==> config.mk <==
export PLATFORM = sky130hd
export DESIGN_NAME = ps2_key_tracker
export DESIGN_NICKNAME = d
export VERILOG_FILES = /design/src/rtl/ps2_key_tracker.sv
export SDC_FILE = /design/constraint.sdc
export NUM_CORES = 1
export LEC_CHECK = 0
export CORE_AREA = 5 5 87 89
export CTS_BUF_LIST = sky130_fd_sc_hd__clkbuf_16
export DETAILED_ROUTE_END_ITERATION = 7
export DIE_AREA = 0 0 92 94
export GPL_TIMING_DRIVEN = 1
export PLACE_DENSITY_LB_ADDON = 0.08
export SLEW_MARGIN = 20
export SYNTH_ARGS = -nofsm -noshare
export SYNTH_HDL_FRONTEND = slang
export SYNTH_SLANG_ARGS = --single-unit
==> constraint.sdc <==
create_clock -name clk -period 2 [get_ports clk]
set_input_delay 0.3 -clock clk [delete_from_list [all_inputs] [get_ports clk]]
set_output_delay 0.3 -clock clk [all_outputs]
set_load 0.005 [all_outputs]
==> src/rtl/ps2_key_tracker.sv <==
// PS/2 Set 2 scan-code decoder tracking eight game keys (held levels, press/release ticks).
// Optional prefix timeout enabled by defining PS2_PREFIX_TIMEOUT_EN.
module ps2_key_tracker #(
  parameter int TIMEOUT_CYCLES = 2500000
) (
  input  logic       clk,
  input  logic       reset,
  input  logic       rx_done_tick,
  input  logic [7:0] din,
  output logic [7:0] key_held,
  output logic [7:0] key_press_tick,
  output logic [7:0] key_release_tick,
  output logic       busy
);

  typedef enum logic [1:0] {
    IDLE,
    EXT,
    BRK,
    EXT_BRK
  } state_t;

  state_t     state;
  logic       ext_code;
  logic       key_hit;
  logic [2:0] key_idx;

`ifdef PS2_PREFIX_TIMEOUT_EN
  logic [31:0] timeout_cnt;
`endif

  // Extended keys only match when preceded by E0, so 0x75 alone is treated as unmapped.
  assign ext_code = (state == EXT) || (state == EXT_BRK);

  always_comb begin
    key_hit = 1'b0;
    key_idx = 3'd0;
    if (ext_code) begin
      case (din)
        8'h75: begin key_hit = 1'b1; key_idx = 3'd2; end
        8'h72: begin key_hit = 1'b1; key_idx = 3'd3; end
        default: ;
      endcase
    end else begin
      case (din)
        8'h1D: begin key_hit = 1'b1; key_idx = 3'd0; end
        8'h1B: begin key_hit = 1'b1; key_idx = 3'd1; end
        8'h29: begin key_hit = 1'b1; key_idx = 3'd4; end
        8'h2D: begin key_hit = 1'b1; key_idx = 3'd5; end
        8'h5A: begin key_hit = 1'b1; key_idx = 3'd6; end
        8'h76: begin key_hit = 1'b1; key_idx = 3'd7; end
        default: ;
      endcase
    end
  end

  assign busy = (state != IDLE);

  always_ff @(posedge clk or posedge reset) begin
    if (reset) begin
      state            <= IDLE;
      key_held         <= 8'h00;
      key_press_tick   <= 8'h00;
      key_release_tick <= 8'h00;
`ifdef PS2_PREFIX_TIMEOUT_EN
      timeout_cnt      <= 32'd0;
`endif
    end else begin
      key_press_tick   <= 8'h00;
      key_release_tick <= 8'h00;
      if (rx_done_tick) begin
`ifdef PS2_PREFIX_TIMEOUT_EN
        timeout_cnt <= 32'd0;
`endif
        case (state)
          IDLE: begin
            if (din == 8'hE0) begin
              state <= EXT;
            end else if (din == 8'hF0) begin
              state <= BRK;
            end else if (din == 8'hAA || din == 8'hFC) begin
              key_held <= 8'h00;
            end else if (key_hit) begin
              key_held[key_idx] <= 1'b1;
              // Typematic repeats of an already-held key produce no press tick.
              if (!key_held[key_idx]) key_press_tick[key_idx] <= 1'b1;
            end
          end
          EXT: begin
            if (din == 8'hF0) begin
              state <= EXT_BRK;
            end else if (din != 8'hE0) begin
              state <= IDLE;
              if (key_hit) begin
                key_held[key_idx] <= 1'b1;
                if (!key_held[key_idx]) key_press_tick[key_idx] <= 1'b1;
              end
            end
          end
          BRK, EXT_BRK: begin
            state <= IDLE;
            if (key_hit) begin
              key_held[key_idx]         <= 1'b0;
              key_release_tick[key_idx] <= 1'b1;
            end
          end
          default: state <= IDLE;
        endcase
      end
`ifdef PS2_PREFIX_TIMEOUT_EN
      // A stalled prefix is abandoned silently; only busy reflects it.
      else if (state != IDLE) begin
        if (timeout_cnt == 32'(TIMEOUT_CYCLES - 1)) begin
          state       <= IDLE;
          timeout_cnt <= 32'd0;
        end else begin
          timeout_cnt <= timeout_cnt + 32'd1;
        end
      end
`endif
    end
  end

endmodule

# After elaboration in Yosys (flattened, before gate mapping)
# Cells that the tools add are included.
[totals] inputBits=11 ramBits=0 out_inout_bits=25 word_cells=77 ff_bits=26 romBits=0 latch_bits=0 n_memories=0
[op_classes] shifts=0 mul=0 bitwise=3 div=0 add_sub_neg=0 n_lt_le_gt_ge=2 muxes=35 reduce_logical=10 eq_ne=23
[ops] operator="8-bit two-way mux" n=18
[ops] operator="8-bit by 7-bit equality test with 1-bit output (second input constant)" n=4
[ops] operator="8-bit equality test (second input constant)" n=4
[ops] operator="8-bit one-hot mux with 3 select lines" n=1
[ops] operator="8-bit by 5-bit equality test with 1-bit output (second input constant)" n=2
[ops] operator="8-bit by 6-bit equality test with 1-bit output (second input constant)" n=2
[ops] operator="8-bit one-hot mux with 2 select lines" n=1
[ops] operator="3-bit one-hot mux with 5 select lines" n=1
[ops] operator="8-bit bitwise AND" n=1
[ops] operator="2-bit two-way mux" n=4
[ops] operator="2-bit inequality test (second input constant)" n=4
[ops] operator="8-bit inequality test (second input constant)" n=1
[ops] operator="8-bit NOT" n=1
[ops] operator="8-bit OR" n=1
[ops] operator="2-bit one-hot mux with 3 select lines" n=1
[ops] operator="6-bit AND reduction" n=1
[ops] operator="6-bit OR reduction" n=1
[ops] operator="1-bit two-way mux" n=5
[ops] operator="2-bit equality test (second input constant)" n=2
[ops] operator="3-bit by 4-bit < comparator with 1-bit output (second input constant)" n=1
[ops] operator="2-bit one-hot mux with 2 select lines" n=1
[ops] operator="2-bit OR reduction" n=2
[ops] operator="1-bit binary-select mux with 3-bit select" n=1
[ops] operator="1-bit demux with 3-bit select" n=1
[ops] operator="other kinds (11)" n=12

# Logic depth before layout (Yosys ltp)
[logic_depth] depth_word=14 mapped_depth=7 mapped_depth_nobuf=5

# Worst setup path after synthesis
# OpenSTA, ideal clock, no wires.
[synth_timing] path_kind="input-to-reg" from="in din[1]" to="reg key_press_tick[0]" slack_ns=0.156 stages=6 path_buffers=1 required_ns=1.927 arrival_ns=1.771 path_cell_list="buf_4 nor4bb_1 o21ai_2 a31oi_2 mux4_2 a21oi_2"
[synth_between] elab_chain_cells=14
[synth_lines] item="from (decl)" line_no="9" text="input logic [7:0] din,"
[synth_lines] item="8-bit by 7-bit equality test with 1-bit output (tied with other cells)" line_no="45" text="case (din)"
[synth_lines] item="3-bit one-hot mux with 5 select lines or 2-bit one-hot mux with 2 select lines (tied branches)" line_no="45, 39"
[synth_lines] item="3-bit two-way mux" line_no="38" text="if (ext_code) begin"
[synth_lines] item="3-bit by 4-bit < comparator with 1-bit output (implied by the code) or 3-bit by 1-bit >= comparator with 1-bit output (tied branches)" line_no="86, 96"
[synth_lines] item="1-bit logical AND (implied by the code)" line_no="86, 96"
[synth_lines] item="1-bit two-way mux (implied by the code)" line_no="86, 96"
[synth_lines] item="1-bit demux with 3-bit select" line_no="86, 96"
[synth_lines] item="8-bit two-way mux" line_no="86, 96"
[synth_lines] item="8-bit two-way mux" line_no="94" text="if (key_hit) begin"
[synth_lines] item="8-bit two-way mux" line_no="81" text="end else if (din == 8'hAA || din == 8'hFC) begin"
[synth_lines] item="8-bit two-way mux" line_no="79" text="end else if (din == 8'hF0) begin"
[synth_lines] item="8-bit two-way mux" line_no="77" text="if (din == 8'hE0) begin"
[synth_lines] item="8-bit one-hot mux with 2 select lines (*)" line_no="75" text="case (state)"
[synth_lines] item="8-bit two-way mux (*)" line_no="71" text="if (rx_done_tick) begin"
[synth_lines] item="to (signal assigned)" line_no="69" text="key_press_tick <= 8'h00;"
[synth_lines] item="to (signal, indexed assignment)" line_no="86" text="if (!key_held[key_idx]) key_press_tick[key_idx] <= 1'b1;"
[synth_lines] item="to (signal, indexed assignment)" line_no="96" text="if (!key_held[key_idx]) key_press_tick[key_idx] <= 1'b1;"
[synth_lines] item="to (decl)" line_no="11" text="output logic [7:0] key_press_tick,"
# Mark *: on every way between the ends. The rest lies on a longest branch, timed or not. The select of a mux whose other input is x is not followed.
# A chain may end at the register's enable or synchronous reset.

# Worst setup path in the final report
[layout_timing] from="in din[0]" to="reg key_press_tick[3]"
# Same word-level chain as after synthesis.

==> impl_results.md <==
- Status: complete, no violations
- Reg clk slew, reported paths: 60 ps
- CP arrival: 2140 ps
- Port Buffers: 35
- Via density: 4.79
- Post-DRT Antenna Nets: 0
- P&R area growth vs syn: 58.9%
- Ys Warns: 0
- First-pass GRT wire length: 8.28 mm
- Pin count of the biggest net entering global routing: 27
- Die ar.: 8650 um^2
- Kind of critical path: primary input to register
- Number of synthesized flops with an enable pin: 0
- Power, Total: 1.29 mW
- Layout cell share with drive strength beyond 1: 0.346
- Slew Viols, Final: 0
- Clock buffer count from CTS: 3
- Mapped cell area: 1560 um^2
- N_diodes: 0
- Top post-synthesis cells by area: dfrtp_1 (42%), nand2_1 (3.1%), and3b_1 (2.8%)
- Syn_area_per_cell: 10.0 um^2
- Worst Setup End Kind: register
- #FFs+latches synth: 26
- DR WL/cell: 15.4 um
- Initial core utilization: 0.233
- Clk_skew: 4.67 ps
- Worst vdd ir: 0.000211 V
- Initial antenna violation count: 0
- Hold buffers post-CTS: 0
- Latest clock arrival within the worst-skew pair: 260 ps
- Crit-path max FO: 6
- Place WS: -532 ps
- GRT Overall Usage: 0.118
- Seq/Total Area, Yosys: 0.418
- Syn_nets: 166
- # DRC: 0
- Synth async-reset ratio: 1.00
- Die Y: 94 um
- First-pass iteration count of the detailed router: 4
- GPL Wtd Cong: 0.811
- Post-synth top area share: 0.418
- Htree depth: 1
- Final setup violation count: 0
- Unique cell type count in the Yosys netlist: 52
- Leakage: 1.12 nW
- Max Freq: 512 MHz
- Most instantiated cells after synthesis: dfrtp_1 (26), nand2_1 (13), nor2_1 (8)
- Ports: 36
- CTS tree: built
- Max-cap check violation count: 0
- Max clock buf depth: 2
- Startpoint types: primary input
- Vias in the first global route: 1655
- Cell Rows: 30
- HPWL after DPL: 3.90 mm
- Root buffer cell: clkbuf_16
- Count of final hold-check violations: 0
- DR iter-0 viols: 53
- Final Cycle Share: 0.976
- Sink Count: 26
- Final min period: 1950 ps
- Setup slack after layout: 47.1 ps
- Post-Route WL: 4.87 mm
- Total grt overflow: 0
- Via count: 1520
- Worst slew margin: 0.699
- Total core area: 6680 um^2
- DIE WIDTH: 92 um
- Nets: 249
- Pwr per Cell Area: 523 nW/um^2
- Yosys top cell by area: dfrtp_1
- Top FF cell, synth: dfrtp_1
- Synth Instances: 155
- Actual slew at the worst max-slew pin: 448 ps
- WP data required: 2180 ps
- Worst Hold Class: primary input to register
- RSZ-0062 raised after global routing: yes
- Count leader, synth: dfrtp_1
-- cells by family (layout without fill, tap and decap cells) --
group / Yosys count / after routing / share of synthesized area
XOR/XNOR: 1 / 1 / 0.00563
multiplexers: 4 / 4 / 0.0346
flip-flops: 26 / 26 / 0.418
AND/OR/NAND/NOR: 67 / 67 / 0.267
buffers and inverters: 14 / 96 / 0.0523
AO/OA/AOI/OAI: 43 / 43 / 0.222
-- registers in the layout, indices dropped and copies added, names as in the netlist --
register,cells
key_held,8
key_press_tick,8
key_release_tick,8
state,2
-- repair_timing --
action | CTS | global route
cloned | 0 | 0
resized for setup | 23 | 6
pin swaps | 6 | 0
endpoints found under the hold margin | 0 | 0
endpoints found under the setup margin | 22 | 12
setup buffers | 2 | 0
-- report_power, final --
group,internal [mW],leakage [nW],switching (mW)
Clock,0.268,0.0385,0.175
Combinational,0.148,0.726,0.123
Sequential,0.552,0.351,0.0269
Total,0.967,1.12,0.325
-- final timing paths --
check / slack (ps) / end / depth (start not counted) / startpoint
max: 50 / key_press_tick[3]$_DFF_PP0_ / 6 / din[0]
max reg2reg: 140 / key_held[4]$_DFFE_PP0P_ / 6 / state[0]$_DFFE_PP0P_
min reg2reg: 550 / key_held[5]$_DFFE_PP0P_ / 1 / key_held[5]$_DFFE_PP0P_
min: 380 / state[1]$_DFFE_PP0P_ / 3 / din[4]
max in group asynchronous: 1350 / key_held[7]$_DFFE_PP0P_ / 3 / reset
min in group asynchronous: 400 / key_held[3]$_DFFE_PP0P_ / 3 / reset
-- area by class of cell --
type,count,area [um^2]
Clock buffer,3,75.1
Clock inverter,1,3.75
Fill cell,707,4210
Inverter,6,22.5
Multi-Input combinational cell,115,907
Sequential cell,26,651
Tap cell,80,100
Timing Repair Buffer,86,712
-- per-layer routing --
metal  part of all wire  vias up  wire length [um]  track usage
li1                   -      751                 -            -
met1               0.47      733              2290        0.148
met2               0.48       29              2350        0.206
met3              0.029        7               139       0.0128
met4              0.018        0                89       0.0458
met5                  0        -                 0            0
-- layout by cell type (no fill, tap or decap), types with 2 or more instances in the layout --
| cell | instances |
|---|---|
| o22ai_1 | 2 |
| nor3b_2 | 3 |
| nor4_1 | 2 |
| dfrtp_1 | 26 |
| clkdlybuf4s50_1 | 27 |
| o2111a_1 | 2 |
| nand2_1 | 13 |
| nand4_1 | 4 |
| mux2i_1 | 2 |
| inv_1 | 6 |
| and3b_1 | 4 |
| o2111ai_1 | 2 |
| a21o_1 | 3 |
| o31ai_1 | 3 |
| nor2b_2 | 2 |
| dlygate4sd2_1 | 5 |
| a31oi_4 | 2 |
| nand3_1 | 6 |
| and2_1 | 3 |
| nor2_1 | 8 |
| nor3_1 | 4 |
| nor2b_1 | 2 |
| and4bb_1 | 2 |
| clkbuf_16 | 3 |
| nor3_2 | 3 |
| buf_4 | 51 |
| o211ai_1 | 3 |
| a21oi_1 | 6 |
| clkbuf_2 | 3 |
| o211a_1 | 2 |
| o21ai_0 | 6 |
| a31oi_1 | 2 |
-- through the flow --
stage                     hold WS, ps  instances  TNS (ps)  area, um^2  utilization
final                             378        317         0        2470        0.370
after global routing              447        317     -15.2        2470        0.370
after CTS                         406        317         0        2480        0.371
after detailed placement          548        311     -8430        2310        0.346
after global placement            528        311     -7640        2310        0.346
after floorplan                   340        155         0        1560            -
-- worst max-delay path: stages --
cell and delay, ps:
dlygate4sd2_1 300, and4bb_1 280, nand4_1 190, a31oi_4 260, mux4_2 600, nor3_2 200
(Power assumes the default switching activity.)
